File: config.mk
export PLATFORM = sky130hd
export DESIGN_NAME = alu_issue_stage
export DESIGN_NICKNAME = d
export VERILOG_FILES = /design/src/rtl/alu_pkg.sv /design/src/rtl/alu_req_fifo.sv /design/src/rtl/alu_issue_stage.sv
export SDC_FILE = /design/constraint.sdc
export NUM_CORES = 1
export LEC_CHECK = 0
export ABC_CLOCK_PERIOD_IN_PS = 2300
export CAP_MARGIN = 20
export CORE_MARGIN = 2
export CORE_UTILIZATION = 40
export DETAILED_ROUTE_END_ITERATION = 12
export GPL_TIMING_DRIVEN = 0
export PLACE_DENSITY_LB_ADDON = 0.08
export SLEW_MARGIN = 5
export SYNTH_ARGS = -nofsm -noshare
export SYNTH_HDL_FRONTEND = slang
export SYNTH_SLANG_ARGS = --single-unit
File: constraint.sdc
create_clock -name clock -period 2.3 [get_ports clock]
set_clock_uncertainty 0.05 [all_clocks]
set_input_delay 0.46 -clock clock [delete_from_list [all_inputs] [get_ports clock]]
set_output_delay 0.46 -clock clock [all_outputs]
set_load 0.01 [all_outputs]
File: src/rtl/alu_pkg.sv
// alu_pkg: shared ALU width, opcode encoding and request record for the issue stage
package alu_pkg;
    localparam int ALU_W = 4;
    localparam logic [1:0] OP_ADD   = 2'b00;
    localparam logic [1:0] OP_SUB   = 2'b01;
    localparam logic [1:0] OP_PASSA = 2'b10;
    localparam logic [1:0] OP_PASSB = 2'b11;
    typedef struct packed {
        logic [ALU_W-1:0] a;
        logic [ALU_W-1:0] b;
        logic [1:0]       opcode;
    } alu_req_t;
endpackage

File: src/rtl/alu_req_fifo.sv
// alu_req_fifo: small power-of-two request FIFO with registered head and occupancy count
module alu_req_fifo
    import alu_pkg::*;
#(
    parameter int DEPTH = 2,
    parameter int W     = $bits(alu_req_t)
) (
    input  logic                         clock,
    input  logic                         reset_n,
    input  logic                         push,
    input  logic                         pop,
    input  logic [W-1:0]                 wdata,
    output logic [W-1:0]                 head,
    output logic [$clog2(DEPTH+1)-1:0]   count
);
    localparam int PW = $clog2(DEPTH);
    localparam int CW = $clog2(DEPTH+1);
    logic [W-1:0]  mem [DEPTH];
    logic [PW-1:0] wr_ptr, rd_ptr;
    always_ff @(posedge clock or negedge reset_n) begin
        if (!reset_n) begin
            wr_ptr <= '0;
            rd_ptr <= '0;
            count  <= '0;
        end else begin
            if (push) wr_ptr <= wr_ptr + PW'(1);
            if (pop) rd_ptr <= rd_ptr + PW'(1);
            count <= count + CW'(push) - CW'(pop);
        end
    end
    // storage needs no reset: the head is only observed while count is nonzero
    always_ff @(posedge clock) begin
        if (push) mem[wr_ptr] <= wdata;
    end
    assign head = mem[rd_ptr];
endmodule

File: src/rtl/alu_issue_stage.sv
// alu_issue_stage: buffers ALU requests, drives the ALU from flops and registers its result
module alu_issue_stage
    import alu_pkg::*;
#(
    parameter int DATA_W = ALU_W,
    parameter int DEPTH  = 2,
    parameter int CNT_W  = 8
) (
    input  logic              clock,
    input  logic              reset_n,
    input  logic              in_valid,
    output logic              in_ready,
    input  logic [DATA_W-1:0] in_a,
    input  logic [DATA_W-1:0] in_b,
    input  logic [1:0]        in_opcode,
    output logic [DATA_W-1:0] alu_a,
    output logic [DATA_W-1:0] alu_b,
    output logic [1:0]        alu_opcode,
    input  logic [DATA_W-1:0] alu_out,
    output logic              out_valid,
    input  logic              out_ready,
    output logic [DATA_W-1:0] out_result,
    output logic [1:0]        out_opcode,
    output logic              out_zero,
    output logic [CNT_W-1:0]  retire_cnt
);
    localparam int CW = $clog2(DEPTH+1);
    alu_req_t        req, head;
    logic [CW-1:0]   count;
    logic            nonempty, push, issue, accept;
    assign req      = '{a: in_a, b: in_b, opcode: in_opcode};
    assign nonempty = count != '0;
    assign in_ready = count != CW'(DEPTH);
    assign push     = in_valid & in_ready;
    assign issue    = nonempty & (!out_valid | out_ready);
    assign accept   = out_valid & out_ready;
    // ALU inputs come only from queued state, never from in_*
    assign alu_a      = nonempty ? head.a : '0;
    assign alu_b      = nonempty ? head.b : '0;
    assign alu_opcode = nonempty ? head.opcode : '0;
    alu_req_fifo #(.DEPTH(DEPTH)) u_fifo (
        .clock   (clock),
        .reset_n (reset_n),
        .push    (push),
        .pop     (issue),
        .wdata   (req),
        .head    (head),
        .count   (count)
    );
    always_ff @(posedge clock or negedge reset_n) begin
        if (!reset_n) begin
            out_valid  <= 1'b0;
            out_result <= '0;
            out_opcode <= '0;
            out_zero   <= 1'b0;
            retire_cnt <= '0;
        end else begin
            if (issue) begin
                out_valid  <= 1'b1;
                out_result <= alu_out;
                out_opcode <= head.opcode;
                out_zero   <= alu_out == '0;
            end else if (accept) begin
                out_valid <= 1'b0;
            end
            if (accept) retire_cnt <= retire_cnt + CNT_W'(1);
        end
    end
endmodule

==> flow_summary.toml <==
[yosys]
synth_top_family_by_area = "multiplexers"
ys_seq_area_share_pct = 67.5
yosysUniqueCellTypes = 24
synth_edf_count = 20
synthArstFlopShare_pct = 50.0
syn-cell-area_sq_mm = 0.00163
syn_area_per_cell_sq_um = 14.7
syn_inst = 111
synthSimpleGateAreaFrac_pct = 8.21
synth_flop_cell = "edfxtp_1"
ys_seq_elements = 40
muxShareOfSynthArea_pct = 12.7
synth_nets = 132
synth_xor_area_share_pct = 5.90
synth_fa_ha_area_share_pct = 2.30
yosys_warnings = 0
synth-compound-area-share_pct = 1.30

[route]
vias = 989
drcViolationCount = 0
wl_met1_mm = 1.19
dr.pass1.iters = 6
wl_met3_um = 167
wl_met2_mm = 1.40
drt-total-wl_mm = 2.78
final_antenna_net_count = 0
highest_layer = "met4"
drt_iter0_drc = 47
drt-wirelength-per-cell_um = 13.1
drt-vias-per-instance = 4.64

[power_and_ir_drop]
p_leak_nw = 0.945
p_total_mw = 3.01
power_density_mw_per_mm2 = 1330
vdd_drop_max_v = 0.000595

[global_route]
grt_pass1_vias = 996
antenna_found_initial = 0
grt.total_usage_pct = 13.5
grt-ovfl-total = 0
grt_pass1_wl_mm = 4.44
grt_max_degree = 21

[sta]
rsz0062_at_grt = "false"
hold_viol_final = 0
min_period_ns = 2.20
finalSetupTns_ns = 0
finalSetupViolations = 0
timing.fmax_ghz = 0.455
worst_slew_pin_slew_ns = 0.878
max_slew_margin_pct = 41.2
slew_viol_final = 0
finalCritPeriodShare_pct = 95.5

[floorplanning]
die_y_um = 67.9
rows = 23
die_w_um = 67.9
coreArea_sq_mm = 0.00397
pin_count = 45
initial_utilization_pct = 41.1
fp.dieArea_sq_mm = 0.00461

[clock_network]
clockBufferDepth = 2
ctsHtreeMaxLevel = 2
ctsRootBufferMaster = "clkbuf_8"
clk_pin_slew_ns = 0.07
worstSkewPairLatency_ns = 0.28
cts_sinks = 40
cts_tree = "yes"
cts_buffers = 5

[min_path]
min_from = "retire_cnt[7]$_DFFE_PN0P_"
min-delay-path-class = "flip-flop to flip-flop"

[setup_path]
cp-end-kind = "output pin"
start_kind = "flip-flop"
arrival_ns = 1.69
reg2reg_from = "out_valid$_DFFE_PN0P_"
crit_start = "u_fifo.rd_ptr$_DFFE_PN0P_"
critPathRequiredTime_ns = 1.79
worst-setup-path-type = "flip-flop to output pin"
cp_max_fo = 10

[finish]
syn_to_final_growth_pct = 38.3
nets = 183
layout-drive-gt1-share_pct = 12.9
diodes = 0
fin_cells = 213
fin_area_sq_mm = 0.00226

[run_status]
status = "complete, no violations"

[placement]
placed_cells = 205
gp_congestion = 0.754
dp_hpwl_mm = 2.00
portBuffers = 44
place_area_sq_mm = 0.00213

[job]
maxCapViolations = 0
-- repair_timing --
action	in CTS	in global routing
setup endpoints to repair	10	10
resized for setup	3	3
hold buffers	0	0
buffers inserted	0	0
-- cells by family (layout without fill, tap and decap cells) --
family	Yosys count	count (layout)
and+or+nand+nor	28	28
xor gates and xnor gates	11	11
adders and majority gates	3	3
muxes	18	18
buffers and inverters	9	61
DFF	40	40
AOI/OAI and AO/OA	2	2
-- path summary, 6_finish.rpt --
kind	cells past startpoint	end	slack, ns
min reg2reg	1	retire_cnt[7]$_DFFE_PN0P_	0.42
max in group asynchronous	1	out_valid$_DFFE_PN0P_	1.04
min	1	retire_cnt[7]$_DFFE_PN0P_	0.42
max reg2reg	6	u_fifo.count[1]$_DFF_PN0_	0.54
min in group asynchronous	1	out_result[1]$_DFFE_PN0P_	0.63
max	4	alu_opcode[0]	0.10
-- cells in the mapped netlist, types with 2 or more instances --
| cell | number | area (sq um) |
|---|---|---|
| nor2_1 | 14 | 52.6 |
| xor2_1 | 6 | 52.6 |
| edfxtp_1 | 20 | 601 |
| nand2_1 | 5 | 18.8 |
| nand3_1 | 2 | 10.0 |
| inv_1 | 6 | 22.5 |
| dfrtp_1 | 20 | 500 |
| xnor2_1 | 5 | 43.8 |
| mux2_4 | 5 | 75.1 |
| mux2i_1 | 12 | 120 |
| ha_1 | 3 | 37.5 |
-- per-layer routing --
layer,track usage (%),up-vias
met5,0,-
met4,6.75,0
met3,3.62,4
met2,21.6,34
met1,17.0,469
li1,-,482
-- report_power, final --
group	leakage, nW	switching (mW)	internal, mW
sequential	0.426	0.159	1.01
clock	0.0532	0.216	0.316
combinational	0.466	0.571	0.739
total	0.945	0.947	2.07
-- through the flow --
step | setup WS, ns | utilization [%] | hold slack, ns
after floorplan | 0.645 | - | 0.114
final | 0.104 | 56.8 | 0.421
after global routing | 0.00599 | 56.8 | 0.454
after global placement | -0.0566 | 53.7 | 0.408
after detailed placement | -0.0903 | 53.7 | 0.415
after CTS | 0.00130 | 56.6 | 0.428
-- state kept, by name, summed over array words and instances, names as in the netlist --
| name | cells |
|---|---|
| u_fifo.rd_ptr | 1 |
| retire_cnt | 8 |
| u_fifo.count | 2 |
| u_fifo.wr_ptr | 1 |
| u_fifo.mem | 20 |
| out_zero | 1 |
| out_valid | 1 |
| out_opcode | 2 |
| out_result | 4 |
-- layout by cell type (no fill, tap or decap), drive strengths merged --
cell	netlist	layout
clkdlybuf4s50	0	44
nor2	14	14
nor3	2	2
o21ai	1	1
ha	3	3
xnor2	5	5
a21oi	1	1
mux2	6	6
and3	1	1
nor4	2	2
clkbuf	1	6
xor2	6	6
inv	7	7
nand2b	1	1
clkinv	0	2
dfrtp	20	20
mux2i	12	12
buf	1	1
nand2	6	6
nand3	2	2
bufinv	0	1
edfxtp	20	20
-- area by class of cell --
type                       count  area [sq um]
buffer                         2          18.8
clock buffer                   5          68.8
clock inverter                 3          37.5
fill                         332          1710
inverter                       7          26.3
multi-input combinational     62           502
sequential                    40          1100
tap                           50          62.6
timing repair buffer          44           440
-- worst max-delay path, cell delays in order (launching register included) --
cell	delay (ns)
dfrtp_1	0.41
buf_6	0.17
mux2i_2	0.16
nor2_1	0.10
clkdlybuf4s50_1	0.56
No activity file was read; power rests on OpenSTA's default activity.
